File: config.mk
export PLATFORM = sky130hd
export DESIGN_NAME = match_window_counter
export DESIGN_NICKNAME = d
export VERILOG_FILES = /design/src/rtl/match_window_counter.sv
export SDC_FILE = /design/constraint.sdc
export NUM_CORES = 1
export LEC_CHECK = 0
export CAP_MARGIN = 20
export CORE_MARGIN = 4
export CORE_UTILIZATION = 47
export DETAILED_ROUTE_END_ITERATION = 8
export MAX_ROUTING_LAYER = met4
export PLACE_DENSITY = 0.73
export SLEW_MARGIN = 5
export SYNTH_ARGS = -nofsm -noshare
export SYNTH_HDL_FRONTEND = slang
export SYNTH_SLANG_ARGS = --single-unit
File: constraint.sdc
create_clock -name clk -period 1.3 [get_ports clk]
set_input_delay 0.13 -clock clk [delete_from_list [all_inputs] [get_ports clk]]
set_output_delay 0.13 -clock clk [all_outputs]
set_load 0.02 [all_outputs]
File: src/rtl/match_window_counter.sv
// Match window counter.
// Consumes the serial sequence detector's match samples and counts the matches
// seen over a window of WINDOW_LEN qualified bits. The window is opened by
// frame_start. The total is then offered on a valid/ready port, together with
// a saturation flag. Samples that arrive while no window is open are discarded
// and reported on the dropped pulse.
module match_window_counter #(
    parameter int WINDOW_LEN = 12,
    parameter int CNT_WIDTH  = 4
) (
    input  logic                 clk,
    input  logic                 rst,
    input  logic                 frame_start,
    input  logic                 match_valid,
    input  logic                 match,
    input  logic                 count_ready,
    output logic [CNT_WIDTH-1:0] count,
    output logic                 count_valid,
    output logic                 overflow,
    output logic                 busy,
    output logic                 dropped
);

    localparam int BIT_W = (WINDOW_LEN > 1) ? $clog2(WINDOW_LEN) : 1;
    localparam logic [BIT_W-1:0]     LAST_BIT = BIT_W'(WINDOW_LEN - 1);
    localparam logic [CNT_WIDTH-1:0] CNT_MAX  = '1;

    typedef enum logic [1:0] {
        IDLE  = 2'd0,
        COUNT = 2'd1,
        HOLD  = 2'd2
    } state_t;

    state_t               state_q, state_d;
    logic [BIT_W-1:0]     bit_cnt_q, bit_cnt_d;
    logic [CNT_WIDTH-1:0] acc_q, acc_d;
    logic                 ovf_q, ovf_d;
    logic [CNT_WIDTH-1:0] count_q, count_d;
    logic                 overflow_q, overflow_d;
    logic                 count_valid_q, count_valid_d;
    logic                 busy_q, busy_d;
    logic                 dropped_q, dropped_d;
    logic                 start_window;
    logic                 last_bit;

    // Register all state and outputs. Reset abandons any open window at once.
    always_ff @(posedge clk or posedge rst) begin
        if (rst) begin
            state_q       <= IDLE;
            bit_cnt_q     <= '0;
            acc_q         <= '0;
            ovf_q         <= 1'b0;
            count_q       <= '0;
            overflow_q    <= 1'b0;
            count_valid_q <= 1'b0;
            busy_q        <= 1'b0;
            dropped_q     <= 1'b0;
        end else begin
            state_q       <= state_d;
            bit_cnt_q     <= bit_cnt_d;
            acc_q         <= acc_d;
            ovf_q         <= ovf_d;
            count_q       <= count_d;
            overflow_q    <= overflow_d;
            count_valid_q <= count_valid_d;
            busy_q        <= busy_d;
            dropped_q     <= dropped_d;
        end
    end

    // A new window can be started from IDLE or COUNT. A pending result in HOLD
    // is never overwritten.
    assign start_window = frame_start && (state_q != HOLD);
    assign last_bit     = (bit_cnt_q == LAST_BIT);

    // Next-state selection: open, complete and hand off windows.
    always_comb begin
        state_d = state_q;
        case (state_q)
            IDLE:    if (frame_start) state_d = COUNT;
            COUNT:   if (!frame_start && match_valid && last_bit) state_d = HOLD;
            HOLD:    if (count_ready) state_d = IDLE;
            default: state_d = IDLE;
        endcase
    end

    // Datapath and registered outputs: bit counting, saturating accumulation,
    // result capture at window end and the dropped-sample pulse.
    always_comb begin
        bit_cnt_d  = bit_cnt_q;
        acc_d      = acc_q;
        ovf_d      = ovf_q;
        count_d    = count_q;
        overflow_d = overflow_q;
        dropped_d  = 1'b0;
        if (start_window) begin
            bit_cnt_d = '0;
            acc_d     = '0;
            ovf_d     = 1'b0;
            if (match_valid) begin
                bit_cnt_d = BIT_W'(1);
                acc_d     = CNT_WIDTH'(match);
            end
        end else if ((state_q == COUNT) && match_valid) begin
            if (match) begin
                if (acc_q == CNT_MAX) begin
                    ovf_d = 1'b1;
                end else begin
                    acc_d = acc_q + 1'b1;
                end
            end
            if (last_bit) begin
                bit_cnt_d  = '0;
                count_d    = acc_d;
                overflow_d = ovf_d;
            end else begin
                bit_cnt_d = bit_cnt_q + 1'b1;
            end
        end else if (match_valid) begin
            dropped_d = 1'b1;
        end
        busy_d        = (state_d == COUNT);
        count_valid_d = (state_d == HOLD);
    end

    assign count       = count_q;
    assign count_valid = count_valid_q;
    assign overflow    = overflow_q;
    assign busy        = busy_q;
    assign dropped     = dropped_q;

endmodule

==> flow_summary_export.csv, run 1 <==
group,metric,value,unit
status,status,"finished with violations",
status,violations,"negative setup slack",
global_route,grt_pass1_vias,785,
power_and_ir_drop,p_leak,0.672,nW
timing,period_share,103,%
layout,final_cell_mix,"buf_4 (25), dfrtp_1 (18), dlygate4sd2_1 (8)",
min_path,min_path_type,"in -> async",
worst_setup_path,critical_path.cell_chain,"ha_2 > nand3b_1 > and2b_4 > mux2_4",
timing,period_needed,1.33,ns
yosys,yosys.area.top_type_share,49.7,%
worst_setup_path,startpoint_type,"flip-flop",
detailed_routing,ant_nets,0,
die,die_w,53.1,microns
power_and_ir_drop,power.total,1.13,mW
cts,cts.sinks,19,
yosys,synth_xor_area_share,0.916,%
detailed_routing,wl_per_cell,14.1,microns
cts,cts_tree,"yes",
global_route,grt_pass1_wl,3450,microns
cts,clk_latency,0.30,ns
global_route,grt_max_degree,20,
power_and_ir_drop,swShare,26.1,%
power_and_ir_drop,combPwrFrac,18.7,%
cts,htree_levels,1,
yosys,syn_nets,100,
timing,max_slew.worst_pin.slew,0.298,ns
timing,fin_worst_skew,0.00503,ns
power_and_ir_drop,clock_power_share,26.8,%
worst_setup_path,worst_ep_arrival_time,1.54,ns
timing,timing.final.ws_setup,-0.0345,ns
die,start_util,49.2,%
yosys,synth_top_family_by_area,"compound AO/OA/AOI/OAI gates",
timing,tns,-0.143,ns
die,io-pin-count,14,
die,die_area,2820,sq um
yosys,ys_top_cells_by_area,"dfrtp_1 (50%), nor2_1 (3.9%), a21oi_1 (3.1%)",
yosys,synth_compound_area_share,19.4,%
power_and_ir_drop,p_sw,0.295,mW
worst_setup_path,cpPeakStageDelay,0.37,ns
yosys,ys_ff_latch,19,
worst_setup_path,required,1.50,ns
job,cap_violations,0,
yosys,synth.avg_cell_area,10.4,sq um
place,port_buffers,13,
yosys,synth_cell_types,30,
yosys,yosys.area_share.simple,17.8,%
worst_setup_path,crit_fanout,3,
yosys,yosys_warnings,0,
place,gp_congestion,0.802,
timing,finalSetupViolations,7,
power_and_ir_drop,ir_drop,727,uV
detailed_routing,avgViaCountPerCell,5.22,
layout,drive_above_1_share,42.4,%
detailed_routing,drtPass1Iterations,4,
timing,holdWs,0.126,ns
layout,syn2layout_area_growth,48.3,%
cts,holdBufCountCts,0,
timing,grt_setup_unrepaired,"yes",
yosys,yosys.area_share.adder,2.62,%
worst_setup_path,end_kind,"flip-flop",
yosys,syn_inst,92,
die,rows,16,
cts,cts_buffer_depth,2,
cts,cts.clk_slew.worst_paths,0.11,ns
power_and_ir_drop,power.internal,0.837,mW
yosys,seq_area_frac_synth,49.7,%
cts,numCtsBuffers,3,
place,hpwl,1520,microns
yosys,yosysTopAreaCell,"dfrtp_1",
power_and_ir_drop,power-per-cell-area,799,nW/um^2
timing,slew_headroom,79.9,%
yosys,synthMuxAreaShare,4.32,%
worst_setup_path,slowest_stage,"dfrtp_1",
timing,hold_viol_final,0,
layout,layout_commonest_cell,"buf_4",
detailed_routing,drt_wl_total,2240,microns
timing,maxSlewViolCount,0,
global_route,grtUsageTotal,17.9,%
power_and_ir_drop,pwr-share-seq,54.5,%
global_route,overflow,0,
global_route,antenna_found_initial,0,
layout,final_nets,141,
die,fp.dieH,53.1,microns
detailed_routing,drt_iter0_drc,19,
worst_setup_path,critPathKind,"reg -> reg",
timing,fmax,0.749,GHz
layout,antenna_cells,0,
detailed_routing,drc_errors,0,
cts,clockRootBuffer,"clkbuf_4",
detailed_routing,vias,830,
yosys,syn_area,956,sq um
die,core_area,1940,sq um
==> registers in the layout, summed over array words and instances (netlist names) <==
signal       flops
bit_cnt_q        4
acc_q            4
dropped          1
busy             1
count            4
overflow         1
count_valid      1
state_q          2
ovf_q            1
==> cell usage after synthesis, drive strengths merged <==
| cell type | count |
|---|---|
| buf | 3 |
| mux2 | 1 |
| o21bai | 2 |
| nand3 | 4 |
| a31oi | 3 |
| and4bb | 1 |
| mux2i | 3 |
| nand3b | 2 |
| nor2b | 2 |
| dfrtp | 19 |
| nand2b | 1 |
| and2b | 1 |
| and3b | 1 |
| a41oi | 1 |
| o21ai | 5 |
| and3 | 1 |
| o32ai | 1 |
| nand2 | 4 |
| xnor2 | 1 |
| a21oi | 9 |
| nor2 | 10 |
| ha | 2 |
| inv | 6 |
| a22o | 4 |
| nand4b | 1 |
| a21o | 2 |
| nand4 | 2 |
==> worst max-delay path: cells and delay by family (launching register included) <==
family	cells	cell delay, ns
and+or+nand+nor	2	0.38
DFF	1	0.37
muxes	1	0.29
adders and majority gates	1	0.18
==> routing by layer <==
metal	track usage, %	vias to the layer above	part of all wire, %
li1	-	412	-
met1	21.1	395	47
met2	29.3	16	47
met3	3.38	7	2.8
met4	8.94	0	2.6
met5	-	-	0
==> layout make-up <==
cell class / instances / area, sq um
timing repair buffer: 39 / 319
multi-input combinational: 64 / 539
tap: 27 / 33.8
sequential: 19 / 477
clock buffer: 4 / 26.3
inverter: 6 / 22.5
fill: 151 / 524
==> final timing paths <==
check                      depth (start not counted)  slack, ns         start          end
max                                                4      -0.03  bit_cnt_q[0]     count[3]
min                                                3       0.13           rst        ovf_q
max reg2reg                                        4      -0.03  bit_cnt_q[0]     count[3]
min reg2reg                                        2       0.53      count[2]     count[2]
max in group asynchronous                          3       0.96           rst   state_q[0]
min in group clk                                   2       0.41   count_ready  count_valid
==> through the flow <==
step / std cells / area (sq um) / worst slack [ns] / utilization, %
after detailed placement: 152 / 1260 / -0.243 / 65.1
after floorplan: 92 / 956 / -0.0598 / -
after global routing: 159 / 1420 / -0.126 / 73.0
final: 159 / 1420 / -0.0345 / 73.0
after CTS: 156 / 1300 / -0.0269 / 67.1
after global placement: 152 / 1260 / -0.201 / 65.1
==> power by group through the flow <==
stage / Sequential [mW] / Combinational [mW] / Clock (mW)
finish: 0.617 / 0.212 / 0.304
global route: 0.618 / 0.229 / 0.345
CTS: 0.613 / 0.171 / 0.318
detailed placement: 0.624 / 0.167 / 0
global placement: 0.623 / 0.162 / 0
floorplan: 0.627 / 0.0849 / 0
==> logic make-up after synthesis <==
group           after synthesis
fa+ha+maj                     2
simple gates                 30
xor+xnor                      1
compound gates               27
mux                           4
buf+inv                       9
flops                        19
==> repair_timing <==
action / in CTS / in global routing
resized for setup: 17 / 18
pin swaps: 2 / 5
setup endpoints to repair: 18 / 12
setup buffers: 0 / 3
cloned: 0 / 0
No activity file was read; power rests on OpenSTA's default activity.
==> run 2, diff against run 1 <==
CORE_MARGIN = 2   (was 4)
CORE_UTILIZATION = 35   (was 47)
PLACE_DENSITY = not set   (was 0.73)
==> run 2 against run 1 <==
The flow still finishes with violations (negative setup slack). Count of clock-buffer cells in the layout unchanged. Clock power about the same. Critical path depth unchanged. Power down 2.2%. Register-to-register slack about the same. Routed wire length down 8.5%. Die area up 12%. Core utilization down 18 points. Worst setup slack about the same. Final area down 2.1%. Sequential share of layout area up 0.73 points. Critical endpoint unchanged. Largest cell class unchanged.
==> flow_summary_export.csv, run 2 (synthesis gave the netlist of run 1 again) <==
group,metric,value,unit
status,status,"finished with violations",
status,violations,"negative setup slack",
layout,syn2layout_area_growth,45.2,%
worst_setup_path,endpoint,"count[3]",
worst_setup_path,critPathKind,"reg -> reg",
worst_setup_path,end_kind,"flip-flop",
detailed_routing,ant_nets,0,
layout,final_nets,140,
global_route,overflow,0,
power_and_ir_drop,power.internal,0.822,mW
cts,clk_latency,0.30,ns
worst_setup_path,slowest_stage,"dfrtp_1",
global_route,grt_pass1_wl,3580,microns
timing,finalSetupViolations,1,
detailed_routing,drt_iter0_drc,15,
timing,slew_headroom,85.5,%
timing,holdWs,0.134,ns
cts,clockRootBuffer,"clkbuf_4",
place,placedInstanceArea,1280,sq um
detailed_routing,avgViaCountPerCell,5.01,
global_route,grt_max_degree,20,
global_route,grtUsageTotal,14.6,%
cts,htree_levels,1,
worst_setup_path,startpoint_type,"flip-flop",
layout,final_cell_mix,"buf_4 (24), dfrtp_1 (18), dlygate4sd2_1 (8)",
timing,maxSlewViolCount,0,
job,cap_violations,0,
cts,holdBufCountCts,0,
place,pre_cts_slack,-0.255,ns
cts,cts.sinks,19,
worst_setup_path,critical_path.startpoint,"bit_cnt_q[0]",
timing,timing.final.ws_setup,-0.0347,ns
worst_setup_path,required,1.49,ns
detailed_routing,wl_per_cell,12.7,microns
die,rows,18,
cts,cts_tree,"yes",
layout,drive_above_1_share,40.5,%
detailed_routing,vias,807,
detailed_routing,drtPass1Iterations,4,
layout,layout_commonest_cell,"buf_4",
die,fp.dieH,56.3,microns
place,port_buffers,13,
layout,design_area,1390,sq um
detailed_routing,drt_wl_total,2050,microns
power_and_ir_drop,swShare,25.7,%
die,die_area,3170,sq um
cts,cts.clk_slew.worst_paths,0.11,ns
timing,grt_setup_unrepaired,"yes",
worst_setup_path,r2r-end,"count[3]",
power_and_ir_drop,combPwrFrac,16.7,%
cts,cts_buffer_depth,2,
power_and_ir_drop,power-per-cell-area,798,nW/um^2
worst_setup_path,reg2reg_slack,-0.03,ns
die,io-pin-count,14,
min_path,min_path_type,"in -> async",
die,core_area,2520,sq um
worst_setup_path,reg2regPathDepth,4,
die,die_w,56.3,microns
die,start_util,37.9,%
worst_setup_path,crit_fanout,2,
worst_setup_path,critical_path.cell_chain,"ha_2 > nand3b_1 > and2b_4 > mux2_4",
timing,hold_viol_final,0,
timing,fin_worst_skew,0.00323,ns
global_route,antenna_found_initial,0,
power_and_ir_drop,clock_power_share,27.6,%
layout,final_util,55.0,%
power_and_ir_drop,pwr-share-seq,55.6,%
cts,numCtsBuffers,3,
global_route,grt_pass1_vias,802,
place,gp_congestion,0.799,
power_and_ir_drop,power.total,1.11,mW
place,hpwl,1500,microns
timing,max_slew.worst_pin.slew,0.211,ns
worst_setup_path,worst_ep_arrival_time,1.53,ns
layout,antenna_cells,0,
timing,fmax,0.749,GHz
worst_setup_path,timing.rr.start,"bit_cnt_q[0]",
power_and_ir_drop,p_leak,0.663,nW
detailed_routing,drc_errors,0,
worst_setup_path,cpPeakStageDelay,0.37,ns
power_and_ir_drop,ir_drop,493,uV
timing,period_share,103,%
power_and_ir_drop,p_sw,0.285,mW
timing,period_needed,1.33,ns
-- run 2: how the worst min path moves through the flow --
stage	slack (ns)	cells after the start	startpoint	to
after CTS	0.14	3	rst	overflow
after detailed placement	0.47	3	rst	count[2]
after floorplan	0.08	1	rst	acc_q[0]
after global routing	0.18	3	rst	count[3]
after global placement	0.47	3	rst	count[1]
final	0.13	3	rst	count[3]
-- run 2: power by group through the flow --
stage                     logic (mW)  clock network (mW)  registers, mW
after detailed placement       0.168                   0          0.624
final                          0.185               0.306          0.616
after global placement         0.164                   0          0.624
after CTS                      0.183               0.313          0.616
after global routing           0.208               0.343          0.618
after floorplan               0.0849                   0          0.627
-- run 2: critical path, delay by kind of cell, from the launching register on --
kind          cells  cell delay, ns
simple gates      2            0.39
flops             1            0.37
mux               1            0.29
fa+ha+maj         1            0.18
-- run 2: repair_timing --
action,CTS,global route
pin swaps,6,4
setup endpoints to repair,19,15
resized for setup,25,6
setup buffers,0,1
-- run 2: through the flow --
step	setup TNS, ns	instances
5_1_grt	-0.636	161
4_1_cts	-0.0395	160
3_5_place_dp	-2.80	156
2_1_floorplan	-0.0598	92
3_3_place_gp	-2.43	156
6_report	-0.0347	161
-- run 2: per-layer routing --
| metal | wire [microns] | GRT usage (%) | vias to the layer above |
|---|---|---|---|
| li1 | - | - | 408 |
| met1 | 979 | 19.0 | 379 |
| met2 | 968 | 23.0 | 16 |
| met3 | 71 | 2.30 | 4 |
| met4 | 27 | 5.10 | 0 |
| met5 | 0 | - | - |
-- run 2: cell type report --
| class | instances | area (sq um) |
|---|---|---|
| fillers | 227 | 1130 |
| well taps | 30 | 37.5 |
| inverters | 6 | 22.5 |
| multi-input cells | 64 | 509 |
| repair buffers | 38 | 315 |
| clock buffers | 4 | 26.3 |
| flip-flops and latches | 19 | 477 |
==> run 3, diff against run 2 <==
==> constraint.sdc (replaced) <==
create_clock -name clk -period 1.3 [get_ports clk]
set_input_delay 0.13 -clock clk [delete_from_list [all_inputs] [get_ports clk]]
set_output_delay 0.13 -clock clk [all_outputs]
set_load 0.05 [all_outputs]
==> run 3 against run 2 <==
Largest cell class unchanged. Critical endpoint is now acc_q[0]. Register-to-register slack better by 0.02 ns. Critical path type unchanged. Cell count is 0.62% higher. Clock skew up 0.0053 ns. The run still ends with negative setup slack left. Non-clock buffer count increased by 1. Hold slack got worse by 0.0021 ns. Combinational power grew 4%. Global-route usage up 0.70 points.
==> flow_summary_export.csv, run 3 (synthesis gave the netlist of run 1 again) <==
group,metric,value,unit
worst_setup_path,endpoint,"acc_q[0]",
die,start_util,37.9,%
detailed_routing,top_layer_used,"met4",
power_and_ir_drop,p_sw,0.285,mW
global_route,grt_pass1_wl,3660,microns
cts,cts.sinks,19,
cts,numCtsBuffers,3,
layout,antenna_cells,0,
place,hpwl,1520,microns
layout,final_cell_mix,"buf_4 (25), dfrtp_1 (18), buf_12 (8)",
worst_setup_path,worst_ep_arrival_time,1.50,ns
layout,syn2layout_area_growth,53.3,%
timing,slew_headroom,82.0,%
worst_setup_path,r2r-end,"acc_q[0]",
place,gp_congestion,0.777,
layout,drive_above_1_share,45.5,%
timing,grt_setup_unrepaired,"yes",
worst_setup_path,slowest_stage,"dfrtp_1",
worst_setup_path,startpoint_type,"flip-flop",
layout,design_area,1470,sq um
detailed_routing,wl_met2,1090,microns
timing,period_needed,1.32,ns
cts,htree_levels,1,
power_and_ir_drop,power.total,1.10,mW
layout,layout_commonest_cell,"buf_4",
detailed_routing,drt_iter0_drc,19,
timing,maxSlewViolCount,0,
worst_setup_path,path_delay_family,"flip-flops",
worst_setup_path,reg2regPathDepth,5,
detailed_routing,drtPass1Iterations,4,
detailed_routing,drc_errors,0,
worst_setup_path,crit_fanout,3,
worst_setup_path,required,1.48,ns
place,placedInstanceArea,1360,sq um
detailed_routing,wl_per_cell,13.6,microns
cts,cts_buffer_depth,2,
worst_setup_path,cp_num_cells,5,
detailed_routing,drt_wl_total,2200,microns
status,violations,"negative setup slack",
worst_setup_path,crit_buf_inv,0,
timing,tns,-0.0405,ns
power_and_ir_drop,ir_drop,526,uV
timing,timing.final.ws_setup,-0.0183,ns
detailed_routing,avgViaCountPerCell,5.15,
power_and_ir_drop,clock_power_share,27.1,%
global_route,overflow,0,
detailed_routing,ant_nets,0,
global_route,grt_max_degree,20,
worst_setup_path,critPathKind,"reg -> reg",
power_and_ir_drop,power-per-cell-area,753,nW/um^2
layout,final_nets,141,
timing,fmax,0.759,GHz
die,die_area,3170,sq um
power_and_ir_drop,swShare,25.8,%
global_route,grtUsageTotal,15.3,%
place,port_buffers,13,
worst_setup_path,cpPeakStageDelay,0.40,ns
timing,finalSetupViolations,4,
cts,clockRootBuffer,"clkbuf_4",
cts,cts_tree,"yes",
job,cap_violations,0,
power_and_ir_drop,power.internal,0.818,mW
cts,clk_latency,0.30,ns
detailed_routing,m1WireLength,990,microns
min_path,min_path_type,"in -> async",
die,fp.dieH,56.3,microns
timing,max_slew.worst_pin.slew,0.270,ns
detailed_routing,dr_wl_met3,76,microns
timing,period_share,101,%
cts,cts.clk_slew.worst_paths,0.11,ns
power_and_ir_drop,combPwrFrac,17.4,%
worst_setup_path,critical_path.cell_chain,"ha_2 > nand3_2 > nand2_1 > a21oi_1 > o32ai_2",
worst_setup_path,timing.rr.start,"acc_q[1]",
worst_setup_path,reg2reg_slack,-0.02,ns
global_route,grt_pass1_vias,842,
timing,hold_viol_final,0,
die,die_w,56.3,microns
global_route,antenna_found_initial,0,
die,core_area,2520,sq um
power_and_ir_drop,p_leak,0.685,nW
worst_setup_path,end_kind,"flip-flop",
die,rows,18,
timing,fin_worst_skew,0.00854,ns
die,io-pin-count,14,
timing,holdWs,0.132,ns
detailed_routing,vias,834,
worst_setup_path,critical_path.startpoint,"acc_q[1]",
status,status,"finished with violations",
power_and_ir_drop,pwr-share-seq,55.6,%
[run 3: changes by cell type in the layout (fill, tap and decap cells not counted), sizes merged]
cell | previous run | this run
dlygate4sd2 | 8 | 0
clkbuf | 4 | 3
clkinv | 0 | 1
buf | 25 | 34
[run 3: through the flow]
| step | utilization (%) | setup slack, ns | cells |
|---|---|---|---|
| 6_report | 58.1 | -0.0183 | 162 |
| 5_1_grt | 58.1 | -0.0787 | 162 |
| 4_1_cts | 57.3 | -0.00472 | 162 |
| 3_5_place_dp | 53.8 | -0.251 | 156 |
| 3_3_place_gp | 53.8 | -0.214 | 156 |
| 2_1_floorplan | - | -0.0598 | 92 |
[run 3: final cells by class]
cell class              count  area (sq um)
clock buffers               3          22.5
fillers                   217          1060
inverters                   6          22.5
multi-input cells          64           492
repair buffers             39           409
flip-flops and latches     19           477
well taps                  30          37.5
clock inverters             1          5.00
[run 3: tightest hold or removal path, stage by stage]
cell and delay, ns:
clkdlybuf4s50_1 0.39, inv_1 0.05, buf_4 0.25
[run 3: worst min path at each step]
stage	startpoint	to	slack, ns	cells after the start
after global routing	rst	overflow	0.17	3
after global placement	rst	count[1]	0.47	3
after floorplan	rst	acc_q[0]	0.08	1
after CTS	rst	overflow	0.14	3
after detailed placement	rst	overflow	0.48	3
final	rst	count[1]	0.13	3
[run 3: power by group through the flow]
| stage | Sequential, mW | Combinational [mW] | Clock [mW] |
|---|---|---|---|
| 6_report | 0.613 | 0.192 | 0.298 |
| 3_5_place_dp | 0.624 | 0.172 | 0 |
| 4_1_cts | 0.613 | 0.185 | 0.312 |
| 2_1_floorplan | 0.629 | 0.0849 | 0 |
| 3_3_place_gp | 0.624 | 0.168 | 0 |
| 5_1_grt | 0.615 | 0.209 | 0.337 |
[run 3: repair_timing]
item,4_1_cts,5_1_grt
pin swaps,4,2
resized for setup,13,5
cloned,0,0
hold endpoints to repair,0,0
buffers inserted,2,0
setup endpoints to repair,12,15
hold buffers,0,0
[run 3: routing by layer]
metal  track usage [%]  vias up
met1              18.4      395
li1                  -      412
met3              2.53        6
met2              24.2       21
met5                 -        -
met4              8.50        0
